$ cat src/rtl/coeff_loader_pkg.sv
// coeff_loader_pkg: shared FSM state type and sizing helpers for the coefficient loader
package coeff_loader_pkg;

    localparam int STATE_W = 2;

    typedef enum logic [STATE_W-1:0] {
        IDLE = 2'd0,
        LOAD = 2'd1,
        WAIT = 2'd2,
        DONE = 2'd3
    } state_t;

    function automatic int idx_width(input int n);
        return (n > 1) ? $clog2(n) : 1;
    endfunction

endpackage

$ cat src/rtl/coeff_loader_param_edge.sv
// rise_edge_detect: flags a 0->1 transition of d using a registered copy of the previous value
module rise_edge_detect (
    input  logic clk,
    input  logic n_rst,
    input  logic d,
    output logic rise
);

    logic d_q;

    // remember last cycle's value so a rise is a one-cycle event
    always_ff @(posedge clk or negedge n_rst) begin
        if (!n_rst) d_q <= 1'b0;
        else        d_q <= d;
    end

    assign rise = d & ~d_q;

endmodule

$ cat src/rtl/coeff_loader_param.sv
// coeff_loader_param: sequences NUM_COEFF coefficients into the FIR controller, paced by modwait
module coeff_loader_param
    import coeff_loader_pkg::*;
#(
    parameter int NUM_COEFF = 4,
    parameter int COEFF_W   = 16,
    parameter int IDX_W     = idx_width(NUM_COEFF)
) (
    input  logic                         clk,
    input  logic                         n_rst,
    input  logic                         new_coefficient_set,
    input  logic [NUM_COEFF*COEFF_W-1:0] coeff_in,
    input  logic                         modwait,
    output logic                         load_coeff,
    output logic [IDX_W-1:0]             coefficient_num,
    output logic [COEFF_W-1:0]           coeff_out,
    output logic                         clear_new_coeff,
    output logic                         load_done,
    output logic                         busy
);

    localparam logic [IDX_W-1:0] LAST = IDX_W'(NUM_COEFF - 1);

    state_t           state, state_nxt;
    logic [IDX_W-1:0] idx, idx_nxt;
    logic             pend, pend_nxt;
    logic             rise;

    rise_edge_detect u_edge (
        .clk  (clk),
        .n_rst(n_rst),
        .d    (new_coefficient_set),
        .rise (rise)
    );

    // state, index and pending-restart registers
    always_ff @(posedge clk or negedge n_rst) begin
        if (!n_rst) begin
            state <= IDLE;
            idx   <= '0;
            pend  <= 1'b0;
        end else begin
            state <= state_nxt;
            idx   <= idx_nxt;
            pend  <= pend_nxt;
        end
    end

    // next-state, index sequencing, restart capture and handshake pulses
    always_comb begin
        state_nxt       = state;
        idx_nxt         = idx;
        pend_nxt        = pend | (rise && (state == LOAD || state == WAIT));
        load_coeff      = 1'b0;
        load_done       = 1'b0;
        clear_new_coeff = 1'b0;
        case (state)
            IDLE: begin
                if (new_coefficient_set && !modwait) begin
                    state_nxt = LOAD;
                    idx_nxt   = '0;
                end
            end
            LOAD: begin
                load_coeff = 1'b1;
                state_nxt  = WAIT;
            end
            WAIT: begin
                if (!modwait) begin
                    if (pend) begin
                        state_nxt = LOAD;
                        idx_nxt   = '0;
                        pend_nxt  = 1'b0;
                    end else if (idx == LAST) begin
                        state_nxt = DONE;
                    end else begin
                        state_nxt = LOAD;
                        idx_nxt   = idx + 1'b1;
                    end
                end
            end
            DONE: begin
                idx_nxt  = '0;
                pend_nxt = 1'b0;
                if (rise || pend) begin
                    state_nxt = LOAD;
                end else begin
                    state_nxt       = IDLE;
                    load_done       = 1'b1;
                    clear_new_coeff = 1'b1;
                end
            end
            default: begin
                state_nxt = IDLE;
                idx_nxt   = '0;
                pend_nxt  = 1'b0;
            end
        endcase
    end

    assign busy            = (state != IDLE);
    assign coefficient_num = idx;
    assign coeff_out       = coeff_in[idx*COEFF_W +: COEFF_W];

endmodule

$ cat config.mk
export PLATFORM = sky130hd
export DESIGN_NAME = coeff_loader_param
export DESIGN_NICKNAME = d
export VERILOG_FILES = /design/src/rtl/coeff_loader_pkg.sv /design/src/rtl/coeff_loader_param_edge.sv /design/src/rtl/coeff_loader_param.sv
export SDC_FILE = /design/constraint.sdc
export NUM_CORES = 1
export LEC_CHECK = 0
export BUFFER_PORTS_ARGS = -buffer_cell sky130_fd_sc_hd__buf_2
export CAP_MARGIN = 20
export CORE_UTILIZATION = 35
export DETAILED_ROUTE_END_ITERATION = 8
export PLACE_DENSITY = 0.79
export SKIP_CTS_REPAIR_TIMING = 1
export SLEW_MARGIN = 15
export SYNTH_ARGS = -nofsm -noshare
export SYNTH_HDL_FRONTEND = slang
export SYNTH_HIERARCHICAL = 1
export SYNTH_SLANG_ARGS = --single-unit
$ cat constraint.sdc
create_clock -name clk -period 1.8 [get_ports clk]
set_input_delay 0.54 -clock clk [delete_from_list [all_inputs] [get_ports clk]]
set_output_delay 0.54 -clock clk [all_outputs]
set_load 0.05 [all_outputs]
==> results summary, run 1 <==
The shortest clock period the worst path allows after layout came out at 2.076 ns. The clock edge transition at the registers on the reported setup and hold paths came out at 0.06 ns. The die footprint is 2617 sq um. A synthesized cell averages 13.64 sq um. In the layout the commonest cells are sky130_fd_sc_hd__buf_2 (69), sky130_fd_sc_hd__buf_6 (19), sky130_fd_sc_hd__mux4_2 (16). The number of failing hold endpoints at the final stage came out at 0. The wire-length estimate of the detail-placed layout is 2.318 mm.

The dominant delay contributor by cell family on the critical path is multiplexers. The signed area change from the synthesized netlist to the final layout is 78.11%. The detail route stage leaves a number of antenna-violating nets equal to 0.

For this run, the detailed router's first-pass iteration total came to 6. The power per cell area came out at 1578 nW/um^2. The root buffer cell chosen for the clock tree is sky130_fd_sc_hd__clkbuf_4. The die boundary width is 51.16 um. Measured against its own limit, the worst slew margin works out to 72.85%. The leakage component of the power is 0.7108 nW. The number of antenna repair diodes is 0.

Setup violations remaining at the end of the flow were counted as 18. The register bit count reported by yosys came out at 6. Counting both buffers and inverters, the worst setup path holds a total of 2. Summing all multi-input logic gate instances after layout gives 634.4 sq um. The number of filler cells placed in the layout came out at 175. The highest clock rate is 481.6 MHz. The cell taking the most area after synthesis is sky130_fd_sc_hd__mux4_1. Global routing used 19.20% of the available tracks. Max-cap violations in this run came to 0.

The worst register-to-register path begins at state[1]$_DFFE_PN0P_. The worst setup path is captured at a primary output. The post-route netlist has 79.35% of its cells at a drive strength greater than 1. 90 I/O pins were placed. After detailed routing, the number of remaining DRC violations is 0. The final worst-path cycle share is 115.4%. The total negative slack for setup checks is -3.954 ns. The final instance count without filler cells is 183. The routed layout has 974 vias. In the final design database the tool counted 230 nets. The net count after synthesis came out at 136.

The number of vias per cell after detailed routing is 5.322. The final core utilization is 66.81%. The synthesized instance count is 62. The number of H-tree levels is 1.

At the pin with the least slew margin, the transition time is 0.4030 ns. The via count of the first global-routing pass was 943. The maximum root-to-sink buffer count came out at 2. The run finished, with violations left. The critical path is of the flip-flop to primary output type. The synthesis warning total came out at 6. After synthesis, flip-flops and latches occupy 17.75% of the total area. The maximum fanout along the worst path is 9. The initial detailed-routing violation count is 18. The worst register-to-register path has a depth of 5. The number of CTS-inserted buffers came out at 3.

After synthesis, the cell types taking the most area are sky130_fd_sc_hd__mux4_1 (25%), sky130_fd_sc_hd__mux4_2 (21%), sky130_fd_sc_hd__dfrtp_1 (18%). Final hold analysis gives a worst-case slack of 0.09341 ns. The unique cell type count in the Yosys netlist is 22. The post-placement cell count is 177.

The vertical die dimension came out at 51.16 um. The total cell area at the placement stage is 1309 sq um. The summed area of non-filler cells in the final layout came out at 1506 sq um.

The pre-CTS worst setup slack is -0.08115 ns. The library cell used most frequently in the layout, excluding fill and tap cells, is sky130_fd_sc_hd__buf_2. The setup slack of the most critical reg-to-reg path is 0.14 ns.

Entering global routing, the biggest net connects 21 pins. The post-detailed-routing wire length came out at 3.008 mm. Among all stages on the critical path, the largest delay is contributed by sky130_fd_sc_hd__mux4_2. The total grt overflow came out at 0. The number of pins with negative max-slew slack in the final report was 0. The path class of the lowest-slack min-delay path is primary input to asynchronous set/reset pin.

The critical path goes through buf_12, mux4_2, buf_6. For this configuration, the core starts out at a cell density of 37.51%. The initial antenna violation count is 0.

The share of synthesized area in the top cell type comes to 24.85%. The longest individual stage delay on the worst path came out at 0.53 ns. The worst register-to-register path ends at state[0]$_DFFE_PN0P_.

Summing internal, switching and leakage power gives 2.377 mW. The endpoint required time on the critical path came out at 1.26 ns. Setup repair after global routing could not meet its margin everywhere. The number of sinks driven by the clock tree is 6. The final setup slack of the worst path came out at -0.2764 ns. The total of buffers placed on input and output ports is 89. The clock latency on the worst-skew pair came out at 0.27 ns.

The average wire per cell in the routed design came out at 16.44 um. TritonCTS built the clock tree. The data arrival time at the worst-slack endpoint is 1.54 ns.

The highest ir drop seen on vdd came out at 0.9497 mV. The worst setup path is launched from a flip-flop. The post-route clock skew came out at 0.007912 ns. Routability-driven placement finished with a final weighted congestion of 0.7522. The final reports fail on negative setup slack.

The wire length of the first global-routing pass is 3.774 mm. Summing all flip-flop and latch instances after layout gives 157.7 sq um. The core outline area is 2255 sq um. The post-synth design cell area came out at 845.8 sq um.

The number of placement rows came out at 17.
==> how the worst max path moves through the flow <==
stage | start | end | slack, ns | depth (start not counted)
after floorplan | coefficient_num[0]$_DFFE_PN0P_ | coeff_out[0] | -0.26 | 3
after global placement | coeff_in[61] | coeff_out[13] | -0.06 | 3
after detailed placement | coeff_in[48] | coeff_out[0] | -0.08 | 3
after CTS | coefficient_num[0]$_DFFE_PN0P_ | coeff_out[4] | -0.31 | 3
after global routing | coefficient_num[0]$_DFFE_PN0P_ | coeff_out[0] | -0.30 | 3
final | coefficient_num[0]$_DFFE_PN0P_ | coeff_out[4] | -0.28 | 3
==> cell usage after synthesis <==
cell	number
sky130_fd_sc_hd__nand2b_1	2
sky130_fd_sc_hd__nor2b_4	1
sky130_fd_sc_hd__mux4_2	8
sky130_fd_sc_hd__buf_4	1
sky130_fd_sc_hd__buf_6	1
sky130_fd_sc_hd__ha_1	6
sky130_fd_sc_hd__buf_2	2
sky130_fd_sc_hd__nand4_1	1
sky130_fd_sc_hd__nor3_1	1
sky130_fd_sc_hd__buf_12	1
sky130_fd_sc_hd__nor2b_1	2
sky130_fd_sc_hd__nor3b_1	1
sky130_fd_sc_hd__o211ai_1	3
sky130_fd_sc_hd__dfrtp_1	6
sky130_fd_sc_hd__mux2i_1	1
sky130_fd_sc_hd__a31oi_1	3
sky130_fd_sc_hd__a221oi_1	1
sky130_fd_sc_hd__o21ai_0	3
sky130_fd_sc_hd__a21oi_1	4
sky130_fd_sc_hd__mux4_1	8
sky130_fd_sc_hd__and4b_1	1
sky130_fd_sc_hd__inv_1	5
==> power by group <==
| part | switching [mW] | internal, mW |
|---|---|---|
| Clock | 0.0646 | 0.0850 |
| Combinational | 1.08 | 0.833 |
| Sequential | 0.119 | 0.195 |
| Total | 1.26 | 1.11 |
==> sequential cells by signal, indices dropped and copies added, names as in the netlist <==
| name | count |
|---|---|
| coefficient_num | 2 |
| state | 2 |
| pend | 1 |
| u_edge/d_q | 1 |
==> routing by layer <==
metal  global-route usage, %  routed length, um
met3                   4.464                268
met4                   7.870                 55
met5                       0                  0
met2                   38.60               1664
met1                   18.01               1020
==> cell type report <==
cell class                 count  area share (%)
inverter                       5           1.578
timing repair buffer          94           41.78
sequential                     6           10.47
clock buffer                   4           1.744
multi-input combinational     46           42.11
tap                           28           2.326
==> worst reg2reg max path, stage by stage, from the launching register on <==
cell                      delay [ns]
sky130_fd_sc_hd__dfrtp_2        0.46
sky130_fd_sc_hd__buf_4          0.15
sky130_fd_sc_hd__ha_1           0.23
sky130_fd_sc_hd__o21ai_0        0.38
sky130_fd_sc_hd__and4b_1        0.25
sky130_fd_sc_hd__mux2i_1        0.07
==> logic make-up after synthesis <==
family	share of synthesized area (%)
simple gates	7.988
mux	47.34
flops	17.75
compound gates	10.06
buf+inv	7.989
fa+ha+maj	8.876
(Power assumes the default switching activity.)
==> run 2: changes to the inputs <==
- CORE_UTILIZATION: 35 -> 30
- PLACE_DENSITY: 0.79 -> 0.69
==> results summary, run 2 (same netlist as run 1, synthesis figures left out) <==
The floorplan has 18 rows. The pin count of the biggest net entering global routing is 21. The number of buffers and inverters on the critical path came out at 2.

Based on the critical path, the design can be clocked at up to 479.9 MHz. The final instance count without filler cells is 189. Along the worst path, the maximum fanout reaches 10. Among cell families on the critical path, the largest total delay comes from multiplexers.

STA classifies the critical path startpoint as a flip-flop. The transition time at the pin with the least slew margin came out at 0.4002 ns. The total of buffers placed on input and output ports is 89.

The post-detailed-routing wire length is 2.910 mm. The tightest hold path in the finished design has a slack of 0.1005 ns. The total vias in the final route came out at 977. The clock latency on the worst-skew pair is 0.26 ns. The tree is rooted in a sky130_fd_sc_hd__clkbuf_4. The library cells used most frequently in the layout, excluding fill and tap cells, are sky130_fd_sc_hd__buf_2 (69), sky130_fd_sc_hd__buf_6 (19), sky130_fd_sc_hd__mux4_2 (16), sky130_fd_sc_hd__buf_4 (7). The number of nets with antenna violations after detailed routing is 0.

The number of pins with negative max-slew slack in the final report was 0. The final RePlAce weighted congestion is 0.7704. The min-delay analysis places its worst path in the category primary input to asynchronous set/reset pin. On the final layout, the worst clock skew is 0.009770 ns. The via count of the first global-routing pass came to 824.

Walking the worst path, the cells encountered are buf_12, mux4_2, buf_6. The endpoint required time on the critical path came out at 1.26 ns. The relative max-transition margin came out at 73.04%. The final setup slack of the worst path is -0.2839 ns. The type of element capturing the critical path is a primary output.

The leakage component of the power is 0.7288 nW. The clock edge transition at the registers on the reported setup and hold paths came out at 0.05 ns. The number of CTS-inserted buffers is 3. The highest ir drop seen on vdd is 1.094 mV.

The number of nets at the end of the flow is 234. The total half-perimeter wirelength after legalization and detailed placement is 2.270 mm. The TritonCTS clock tree is built. The total grt overflow came out at 0. The total cell area at the placement stage is 1326 sq um. After detailed routing, the average wire length per cell comes to 15.40 um. The power per cell area came out at 1577 nW/um^2. The post-placement cell count came out at 181. The flow ran to the end, but the final reports show violations. The global-route total usage across every layer is 15.42%.

The die boundary width is 55.10 um. Setup repair after global routing could not meet its margin everywhere. The number of max-capacitance violations reported came out at 0. Once the floorplan was initialized, standard cells occupied 32.94% of the core. The final core utilization came out at 59.36%. The slowest stage of the critical path belongs to the cell sky130_fd_sc_hd__mux4_2. The pre-CTS worst setup slack is -0.06863 ns. The share of post-route cells with drive strength above 1 is 79.25%. The number of I/O pins is 90. The maximum root-to-sink buffer count came out at 2. The initial antenna violation count came out at 0. The final worst-path cycle share came out at 115.8%. The signed area change from the synthesized netlist to the final layout is 80.18%. The number of H-tree levels came out at 1. The shortest clock period the worst path allows after layout is 2.084 ns. The library cell used most frequently in the layout, excluding fill and tap cells, is sky130_fd_sc_hd__buf_2. 0 antenna diodes ended up in the layout. The category of the most critical setup path is flip-flop to primary output. Setup violations remaining at the end of the flow were counted as 18. The first-pass iteration count of the detailed router is 4.

The vertical die dimension came out at 55.10 um. The summed area of non-filler cells in the final layout is 1524 sq um. The initial detailed-routing violation count came out at 12.

The wire length of the first global-routing pass came out at 3.381 mm. The clock drives 6 sinks. The longest individual stage delay on the worst path came out at 0.53 ns. For this run, design rule violations remaining after detail routing come to 0. The number of failing hold endpoints at the final stage came out at 0.

STA puts the critical path data arrival time at 1.54 ns. The die footprint is 3035 sq um. The number of vias per cell after detailed routing came out at 5.169. The final reports fail on negative setup slack. The floorplan step defined a core boundary enclosing 2567 sq um.
-- run 2: cell types whose count changed in the layout (fill, tap and decap cells not counted), moves of 2 or more --
cell	previous run	this run
sky130_fd_sc_hd__buf_4	3	7
sky130_fd_sc_hd__dfrtp_1	2	4
sky130_fd_sc_hd__dfrtp_2	3	1
sky130_fd_sc_hd__ha_2	0	2
sky130_fd_sc_hd__inv_2	0	2
sky130_fd_sc_hd__inv_4	2	0
-- run 2: metal layers --
metal  track usage [%]  vias to the layer above  part of all wire (%)
li1                  -                      452                     -
met1             16.53                      471                    32
met2             29.72                       52                    57
met3             4.645                        2                    11
met4             2.500                        0                  0.17
met5                 0                        -                     0
-- run 2: metrics by stage --
step	setup TNS, ns	total power, mW
2_1_floorplan	-3.234	1.563
3_3_place_gp	-0.6908	1.861
3_5_place_dp	-0.7831	1.906
4_1_cts	-5.107	2.057
5_1_grt	-5.058	2.535
6_report	-4.070	2.403
-- run 2: cell type report --
cell class,instances,area (sq um)
clock buffer,4,26.28
inverter,5,18.77
timing repair buffer,98,659.4
fill,203,1044
multi-input combinational,46,626.9
tap,30,37.54
sequential,6,155.1
-- run 2: path summary, 6_finish.rpt --
kind / from / endpoint / slack, ns / cells past startpoint
min: n_rst / coefficient_num[1]$_DFFE_PN0P_ / 0.10 / 1
min reg2reg: pend$_DFF_PN0_ / pend$_DFF_PN0_ / 0.62 / 1
max in group asynchronous: n_rst / coefficient_num[1]$_DFFE_PN0P_ / 1.53 / 1
min in group clk: new_coefficient_set / u_edge/d_q$_DFF_PN0_ / 0.52 / 2
max reg2reg: state[0]$_DFFE_PN0P_ / state[0]$_DFFE_PN0P_ / 0.05 / 6
max: coefficient_num[0]$_DFFE_PN0P_ / coeff_out[9] / -0.28 / 3
-- run 2: power by group --
group / switching [mW] / internal [mW]
combinational: 1.10 / 0.868
sequential: 0.103 / 0.190
clock: 0.0567 / 0.0845
total: 1.26 / 1.14
